<file path="src/rtl/udma_hyper_pkg.sv">
// -----------------------------------------------------------------------------
// udma_hyper_pkg
//   Shared types and width defaults for the hyperbus command issue stage.
//   - hyper_cmd_t   : one transfer command (start address, byte count, dir).
//   - issue_state_e : launch FSM states of udma_hyper_cmd_issue.
// -----------------------------------------------------------------------------
package udma_hyper_pkg;

  localparam int unsigned DEPTH_DEF  = 4;
  localparam int unsigned ADDR_W_DEF = 32;
  localparam int unsigned SIZE_W_DEF = 16;

  typedef struct packed {
    logic [ADDR_W_DEF-1:0] addr;
    logic [SIZE_W_DEF-1:0] size;
    logic                  rw;    // 1 = read, 0 = write
  } hyper_cmd_t;

  typedef enum logic [1:0] {
    IDLE     = 2'd0,
    PRESENT  = 2'd1,
    WAIT_EOT = 2'd2
  } issue_state_e;

endpackage

</file>
<file path="src/rtl/udma_hyper_cmd_fifo.sv">
// -----------------------------------------------------------------------------
// udma_hyper_cmd_fifo
//   Synchronous FIFO of transfer commands with a flush input.
//   Ports:
//     clk_i, rst_ni      clock, asynchronous active-low reset
//     push_i, wdata_i    write request and command (ignored when full/clear)
//     pop_i,  rdata_o    read request and head command (rdata_o shows the head
//                        combinationally, valid whenever empty_o is low)
//     clear_i            drop every stored entry on the next edge; a
//                        simultaneous push is discarded, a simultaneous pop
//                        still sees the old head on rdata_o
//     full_o, empty_o    occupancy flags
//     level_o            number of stored entries, 0..DEPTH
// -----------------------------------------------------------------------------
module udma_hyper_cmd_fifo
  import udma_hyper_pkg::*;
#(
  parameter int unsigned DEPTH = DEPTH_DEF,
  parameter type         cmd_t = hyper_cmd_t,
  localparam int unsigned PTR_W = $clog2(DEPTH),
  localparam int unsigned LVL_W = PTR_W + 1
) (
  input  logic             clk_i,
  input  logic             rst_ni,
  input  logic             push_i,
  input  cmd_t             wdata_i,
  input  logic             pop_i,
  output cmd_t             rdata_o,
  input  logic             clear_i,
  output logic             full_o,
  output logic             empty_o,
  output logic [LVL_W-1:0] level_o
);

  logic [PTR_W-1:0] wr_ptr_q, wr_ptr_d;
  logic [PTR_W-1:0] rd_ptr_q, rd_ptr_d;
  logic [LVL_W-1:0] level_q, level_d;
  cmd_t             mem_q [DEPTH];

  logic do_push;
  logic do_pop;

  assign full_o  = (level_q == LVL_W'(DEPTH));
  assign empty_o = (level_q == '0);
  assign level_o = level_q;
  assign rdata_o = mem_q[rd_ptr_q];

  assign do_push = push_i & ~full_o & ~clear_i;
  assign do_pop  = pop_i & ~empty_o;

  // Pointers are PTR_W bits and DEPTH is a power of two, so the +1 wraps
  // modulo DEPTH by itself.
  always_comb begin
    // NOTE: every always_comb output gets a default first; a path that leaves
    // one unassigned would infer a latch.
    wr_ptr_d = wr_ptr_q;
    rd_ptr_d = rd_ptr_q;
    level_d  = level_q;
    if (clear_i) begin
      rd_ptr_d = wr_ptr_q;
      level_d  = '0;
    end else begin
      if (do_push) wr_ptr_d = wr_ptr_q + PTR_W'(1);
      if (do_pop)  rd_ptr_d = rd_ptr_q + PTR_W'(1);
      unique case ({do_push, do_pop})
        2'b10:   level_d = level_q + LVL_W'(1);
        2'b01:   level_d = level_q - LVL_W'(1);
        default: level_d = level_q;
      endcase
    end
  end

  always_ff @(posedge clk_i or negedge rst_ni) begin
    // NOTE: state registers use non-blocking assignments so every flop samples
    // the pre-edge values, independent of statement order.
    if (!rst_ni) begin
      wr_ptr_q <= '0;
      rd_ptr_q <= '0;
      level_q  <= '0;
    end else begin
      wr_ptr_q <= wr_ptr_d;
      rd_ptr_q <= rd_ptr_d;
      level_q  <= level_d;
    end
  end

  // NOTE: the storage array is deliberately left out of reset; an entry is
  // only ever read after it has been written, and unreset arrays map to RAM.
  always_ff @(posedge clk_i) begin
    if (do_push) mem_q[wr_ptr_q] <= wdata_i;
  end

endmodule

</file>
<file path="src/rtl/udma_hyper_cmd_issue.sv">
// -----------------------------------------------------------------------------
// udma_hyper_cmd_issue
//   Sys-domain issue stage in front of the hyperbus busy/EOT tracker. Commands
//   pushed by the uDMA register file are queued and launched one at a time on
//   the PHY launch interface; the next launch waits for the tracker's EOT.
//   Ports:
//     sys_clk_i, rst_ni        clock, asynchronous active-low reset
//     cfg_valid_i/cfg_ready_o  command push handshake (ready = queue not full)
//     cfg_addr_i/size_i/rw_i   pushed command; size 0 is dropped and flagged
//     cfg_clear_i              flush queued, not yet launched commands
//     trans_valid_o/ready_i    launch handshake towards the PHY
//     trans_addr/size/rw_o     presented command, stable while valid
//     running_trans_sys_o      to tracker: work queued or presented (registered)
//     proc_id_sys_o            to tracker: launch hand-off in progress
//     evt_eot_i                from tracker: end-of-transfer pulse
//     level_o                  queued commands, excluding the presented one
//     err_size0_o              one-cycle pulse after a size-0 push was dropped
// -----------------------------------------------------------------------------
module udma_hyper_cmd_issue
  import udma_hyper_pkg::*;
#(
  parameter int unsigned DEPTH  = DEPTH_DEF,
  parameter int unsigned ADDR_W = ADDR_W_DEF,
  parameter int unsigned SIZE_W = SIZE_W_DEF
) (
  input  logic                       sys_clk_i,
  input  logic                       rst_ni,
  input  logic                       cfg_valid_i,
  output logic                       cfg_ready_o,
  input  logic [ADDR_W-1:0]          cfg_addr_i,
  input  logic [SIZE_W-1:0]          cfg_size_i,
  input  logic                       cfg_rw_i,
  input  logic                       cfg_clear_i,
  output logic                       trans_valid_o,
  input  logic                       trans_ready_i,
  output logic [ADDR_W-1:0]          trans_addr_o,
  output logic [SIZE_W-1:0]          trans_size_o,
  output logic                       trans_rw_o,
  output logic                       running_trans_sys_o,
  output logic                       proc_id_sys_o,
  input  logic                       evt_eot_i,
  output logic [$clog2(DEPTH):0]     level_o,
  output logic                       err_size0_o
);

  localparam int unsigned LVL_W = $clog2(DEPTH) + 1;

  // hyper_cmd_t resized to this instance's address/size widths.
  typedef struct packed {
    logic [ADDR_W-1:0] addr;
    logic [SIZE_W-1:0] size;
    logic              rw;
  } cmd_t;

  issue_state_e state_q, state_d;
  cmd_t         cmd_q, cmd_d;
  logic         running_q, running_d;
  logic         err_size0_q, err_size0_d;

  logic             push_req;
  logic             fifo_push;
  logic             fifo_pop;
  cmd_t             fifo_wdata;
  cmd_t             fifo_rdata;
  logic             fifo_full;
  logic             fifo_empty;
  logic [LVL_W-1:0] fifo_level;

  // A size-0 command still completes the push handshake; it is just not stored.
  assign push_req   = cfg_valid_i & cfg_ready_o;
  assign fifo_push  = push_req & (cfg_size_i != '0);
  assign fifo_wdata = '{addr: cfg_addr_i, size: cfg_size_i, rw: cfg_rw_i};

  udma_hyper_cmd_fifo #(
    .DEPTH (DEPTH),
    .cmd_t (cmd_t)
  ) u_fifo (
    .clk_i   (sys_clk_i),
    .rst_ni  (rst_ni),
    .push_i  (fifo_push),
    .wdata_i (fifo_wdata),
    .pop_i   (fifo_pop),
    .rdata_o (fifo_rdata),
    .clear_i (cfg_clear_i),
    .full_o  (fifo_full),
    .empty_o (fifo_empty),
    .level_o (fifo_level)
  );

  // Launch FSM. A pop in IDLE copies the head into cmd_q, so the presented
  // command is owned by this stage and a flush cannot disturb it.
  always_comb begin
    state_d  = state_q;
    cmd_d    = cmd_q;
    fifo_pop = 1'b0;
    unique case (state_q)
      IDLE: begin
        if (!fifo_empty) begin
          fifo_pop = 1'b1;
          cmd_d    = fifo_rdata;
          state_d  = PRESENT;
        end
      end
      PRESENT: begin
        // valid is high for the whole state, so ready alone completes it.
        if (trans_ready_i) state_d = WAIT_EOT;
      end
      WAIT_EOT: begin
        // EOT outside this state belongs to no launch of ours and is ignored.
        if (evt_eot_i) state_d = IDLE;
      end
      default: state_d = IDLE;
    endcase
  end

  // Tracker flag samples the current level/state, so it lags them by a cycle.
  always_comb begin
    running_d   = (fifo_level != '0) | (state_q == PRESENT);
    err_size0_d = push_req & (cfg_size_i == '0);
  end

  always_ff @(posedge sys_clk_i or negedge rst_ni) begin
    if (!rst_ni) begin
      state_q     <= IDLE;
      cmd_q       <= '0;
      running_q   <= 1'b0;
      err_size0_q <= 1'b0;
    end else begin
      state_q     <= state_d;
      cmd_q       <= cmd_d;
      running_q   <= running_d;
      err_size0_q <= err_size0_d;
    end
  end

  assign cfg_ready_o         = ~fifo_full;
  assign level_o             = fifo_level;
  assign trans_valid_o       = (state_q == PRESENT);
  assign proc_id_sys_o       = (state_q == PRESENT);
  assign trans_addr_o        = cmd_q.addr;
  assign trans_size_o        = cmd_q.size;
  assign trans_rw_o          = cmd_q.rw;
  assign running_trans_sys_o = running_q;
  assign err_size0_o         = err_size0_q;

endmodule

</file>
<file path="config.mk">
export PLATFORM = sky130hd
export DESIGN_NAME = udma_hyper_cmd_issue
export DESIGN_NICKNAME = d
export VERILOG_FILES = /design/src/rtl/udma_hyper_pkg.sv /design/src/rtl/udma_hyper_cmd_fifo.sv /design/src/rtl/udma_hyper_cmd_issue.sv
export SDC_FILE = /design/constraint.sdc
export NUM_CORES = 1
export LEC_CHECK = 0
export CAP_MARGIN = 20
export CORE_ASPECT_RATIO = 1.1
export CORE_MARGIN = 2
export CORE_UTILIZATION = 50
export CTS_CLUSTER_DIAMETER = 80
export DETAILED_ROUTE_END_ITERATION = 10
export PLACE_DENSITY_LB_ADDON = 0.2
export SYNTH_ARGS = -nofsm -noshare
export SYNTH_HDL_FRONTEND = slang
export SYNTH_SLANG_ARGS = --single-unit
</file>
<file path="constraint.sdc">
create_clock -name sys_clk_i -period 3.3 [get_ports sys_clk_i]
set_input_delay 0.33 -clock sys_clk_i [delete_from_list [all_inputs] [get_ports sys_clk_i]]
set_output_delay 0.33 -clock sys_clk_i [all_outputs]
set_load 0.01 [all_outputs]
</file>
==> results.md <==
- Status: complete, no violations
- Routed len/inst: 21.54 um
- Sequential share of the synthesized area: 76.56%
- Synthesized instance count: approximately 440
- NumNets Final: 632
- Cell variety after synth: 38
- H-Tree Depth: 1
- Multi-input gate area: 2110 um2
- Slew headroom: between 30% and 40%
- Final WL: 18030 um
- Root Driver: clkbuf_16
- Count of state elements after synthesis: 256
- Iter 0 DRT Violations: 276
- CP Launch Point: u_fifo.level_o[2]
- Yosys warns: 0
- Clock Skew: 7.502 ps
- Die area: 20430 um2
- Die extent in y: 149.7 um
- Antenna violations before repair: 1
- Port Buf Inserts: 111
- Antenna fix cells: 0
- IO Count: between 100 and 150
- Placed Area: 11060 um2
- Vias per cell: about 5.5
- Layout cells sized above 1: about 28%
- Post-CTS resize count: 0
- CP endpoint: u_fifo.mem_q[1][19]
- Floorplan row count: 53
- Largest net degree at the start of global routing: 61
- Worst min-delay path category: in2reg
- Max VDD drop: just under 0.0005 V
- Cell count after placement: 790
- Non-filler cells, final: 837
- Worst skew pair latency: 510 ps
- Max Slew Vio Count: 0
- Maximum root-to-sink buffer count: 3
- Critical Path Source Type: register
- Leak: roughly 4.1 nW
- Syn_area_per_cell: approximately 22 um2
- Core area: between 15000 and 20000 um2
- Setup crit end kind: register
- Slowest stage delay, CP: approximately 770 ps
- R2R setup slack: 680 ps
- CTS Buf Count: 25
- Max-cap viol count: 0
- CTS tree: done
- FMAX: 0.3812 GHz
- HPWL after DPL: approximately 11000 um
- Finished Cell Area: 11940 um2
- R2r startpoint: u_fifo.level_o[2]
- TritonRoute pass-1 iters: 4
- Crit-path cells: or3b_1, and2_4, nand3_4, nor2_4, buf_4
- Synth async-reset ratio: 23.44%
- Final-report hold violation count: 0
- Pin slew with the least headroom to its limit: a little under 1000 ps
- GRT Residual Overflow: 0
- Worst Hold Path Cells: 2
- WHS: 428.1 ps
- Cell Pwr Density: 894.4 nW/um2
- Vias: between 4000 and 5000
- FF-to-FF End: u_fifo.mem_q[1][19]
- WS Path Type: reg2reg
- Mapped Nets: 499
- CP required: between 3000 and 4000 ps
- Final RePlAce weighted congestion: 0.7513
- R2R cell count: 5
- Synth Flop Type: edfxtp_1
- EDFF count, synth: 196
- FF/Latch Area: about 7400 um2
- Slowest stage cell, crit path: nor2_4
- Critical Path Fanout Max: 29
- Routed Antenna Nets: 0
- CP arrival: 2790 ps
- Final Cycle Share: 79.49%
- First-pass GRT wire length: around 28000 um
- Clock sink count: 256
- Gr usage total: 18.49%
- Final setup fails: 0
- Unrepaired setup endpoints after global routing: false
- Final-layout fill cell count: 1311
- P&R area growth vs syn: 23.70%
- Vias in the first global route: 4945
- Fin crit period: 2623 ps
- Mapped Area: 9649 um2
- Clock transition at path regs: ~60 ps
- Die X: 136.5 um
- Drt drc: 0
- Initial core utilization: slightly above 50%
==> what timing repair did <==
action	in CTS	in global routing
hold buffers	1	0
setup buffers	0	0
setup endpoints to repair	0	0
endpoints found under the hold margin	60	0
==> sequential cells by signal, indices dropped and copies added (netlist names) <==
name,flops
u_fifo.mem_q,196
trans_addr_o,32
trans_size_o,16
u_fifo.level_o,3
state_q,2
u_fifo.rd_ptr_q,2
u_fifo.wr_ptr_q,2
err_size0_o,1
running_trans_sys_o,1
trans_rw_o,1
==> logic make-up (layout without fill, tap and decap cells) <==
family                   count (synthesis)  count (layout)  synth area share, %
AO/OA/AOI/OAI                           13              13               0.9984
XOR/XNOR                                 4               4               0.3631
adder cells (fa/ha/maj)                  5               5               0.7262
buffers and inverters                   29             180                1.893
flip-flops                             256             256                76.56
multiplexers                           100             100                17.41
AND/OR/NAND/NOR                         32              32                2.049
==> critical path: cells and delay by family, from the launching register on <==
kind | cells | cell delay (ps)
buffers and inverters | 1 | 500
flip-flops | 1 | 370
AND/OR/NAND/NOR | 4 | 1390
==> synth_stat cells (all sizes together) (2+ instances only) <==
cell      n  share of area, %
inv       9              0.35
mux4     49                11
nand3     5              0.39
o21ai     3              0.16
edfxtp  196                61
dfrtp    60                16
a22o      3              0.29
buf      14               1.3
xnor2     2              0.18
nor2      7              0.27
mux2     50               5.9
ha        4              0.52
xor2      2              0.18
nand4     4              0.32
clkbuf    6              0.23
nand2     4              0.23
o211ai    4              0.36
nand2b    2              0.13
nor4      4              0.26
==> how the worst min path moves through the flow <==
stage,startpoint,endpoint,slack [ps]
final,trans_ready_i,state_q[0],430
after global routing,trans_ready_i,state_q[0],420
after CTS,trans_ready_i,state_q[0],410
after detailed placement,trans_size_o[11],trans_size_o[11],490
after global placement,trans_size_o[15],trans_size_o[15],490
after floorplan,rst_ni,err_size0_o,30
==> report_power, final <==
group          switching [mW]  internal, mW  leakage (nW)
Sequential              0.426          4.16          2.49
Combinational            1.32          1.88          1.24
Clock                    1.16          1.72         0.400
Total                    2.91          7.77          4.13
==> layout by cell type, fill, tap and decap left out, types with 6 or more instances in the layout <==
| master | n |
|---|---|
| mux2_2 | 49 |
| dfrtp_1 | 58 |
| edfxtp_1 | 196 |
| mux4_2 | 49 |
| buf_4 | 13 |
| clkinv_1 | 6 |
| clkdlybuf4s50_1 | 110 |
| clkbuf_16 | 25 |
| inv_1 | 9 |
==> per-stage QoR <==
stage	power (mW)	util (%)	setup TNS (ps)	worst slack (ps)
after floorplan	6.646	-	-56380	-287.6
after global placement	7.819	58.13	0	261.4
after detailed placement	7.912	58.13	0	194.3
after CTS	10.83	62.57	0	590.4
after global routing	11.22	62.72	0	554.7
final	10.68	62.72	0	676.9
==> final cells by class <==
class                   instances  area share [%]
clock buffers                  28           5.419
clock inverters                17           1.583
inverters                       9          0.2830
multi-input cells             154           17.67
flip-flops and latches        256           61.93
well taps                     247           2.589
repair buffers                126           10.52
==> metal layers <==
metal	vias up	track usage [%]	routed length (um)
met5	-	0	11
met4	2	5.052	357
met3	33	3.455	842
met2	113	32.74	9605
met1	2423	23.48	7208
li1	2032	-	-
(Power assumes the default switching activity.)
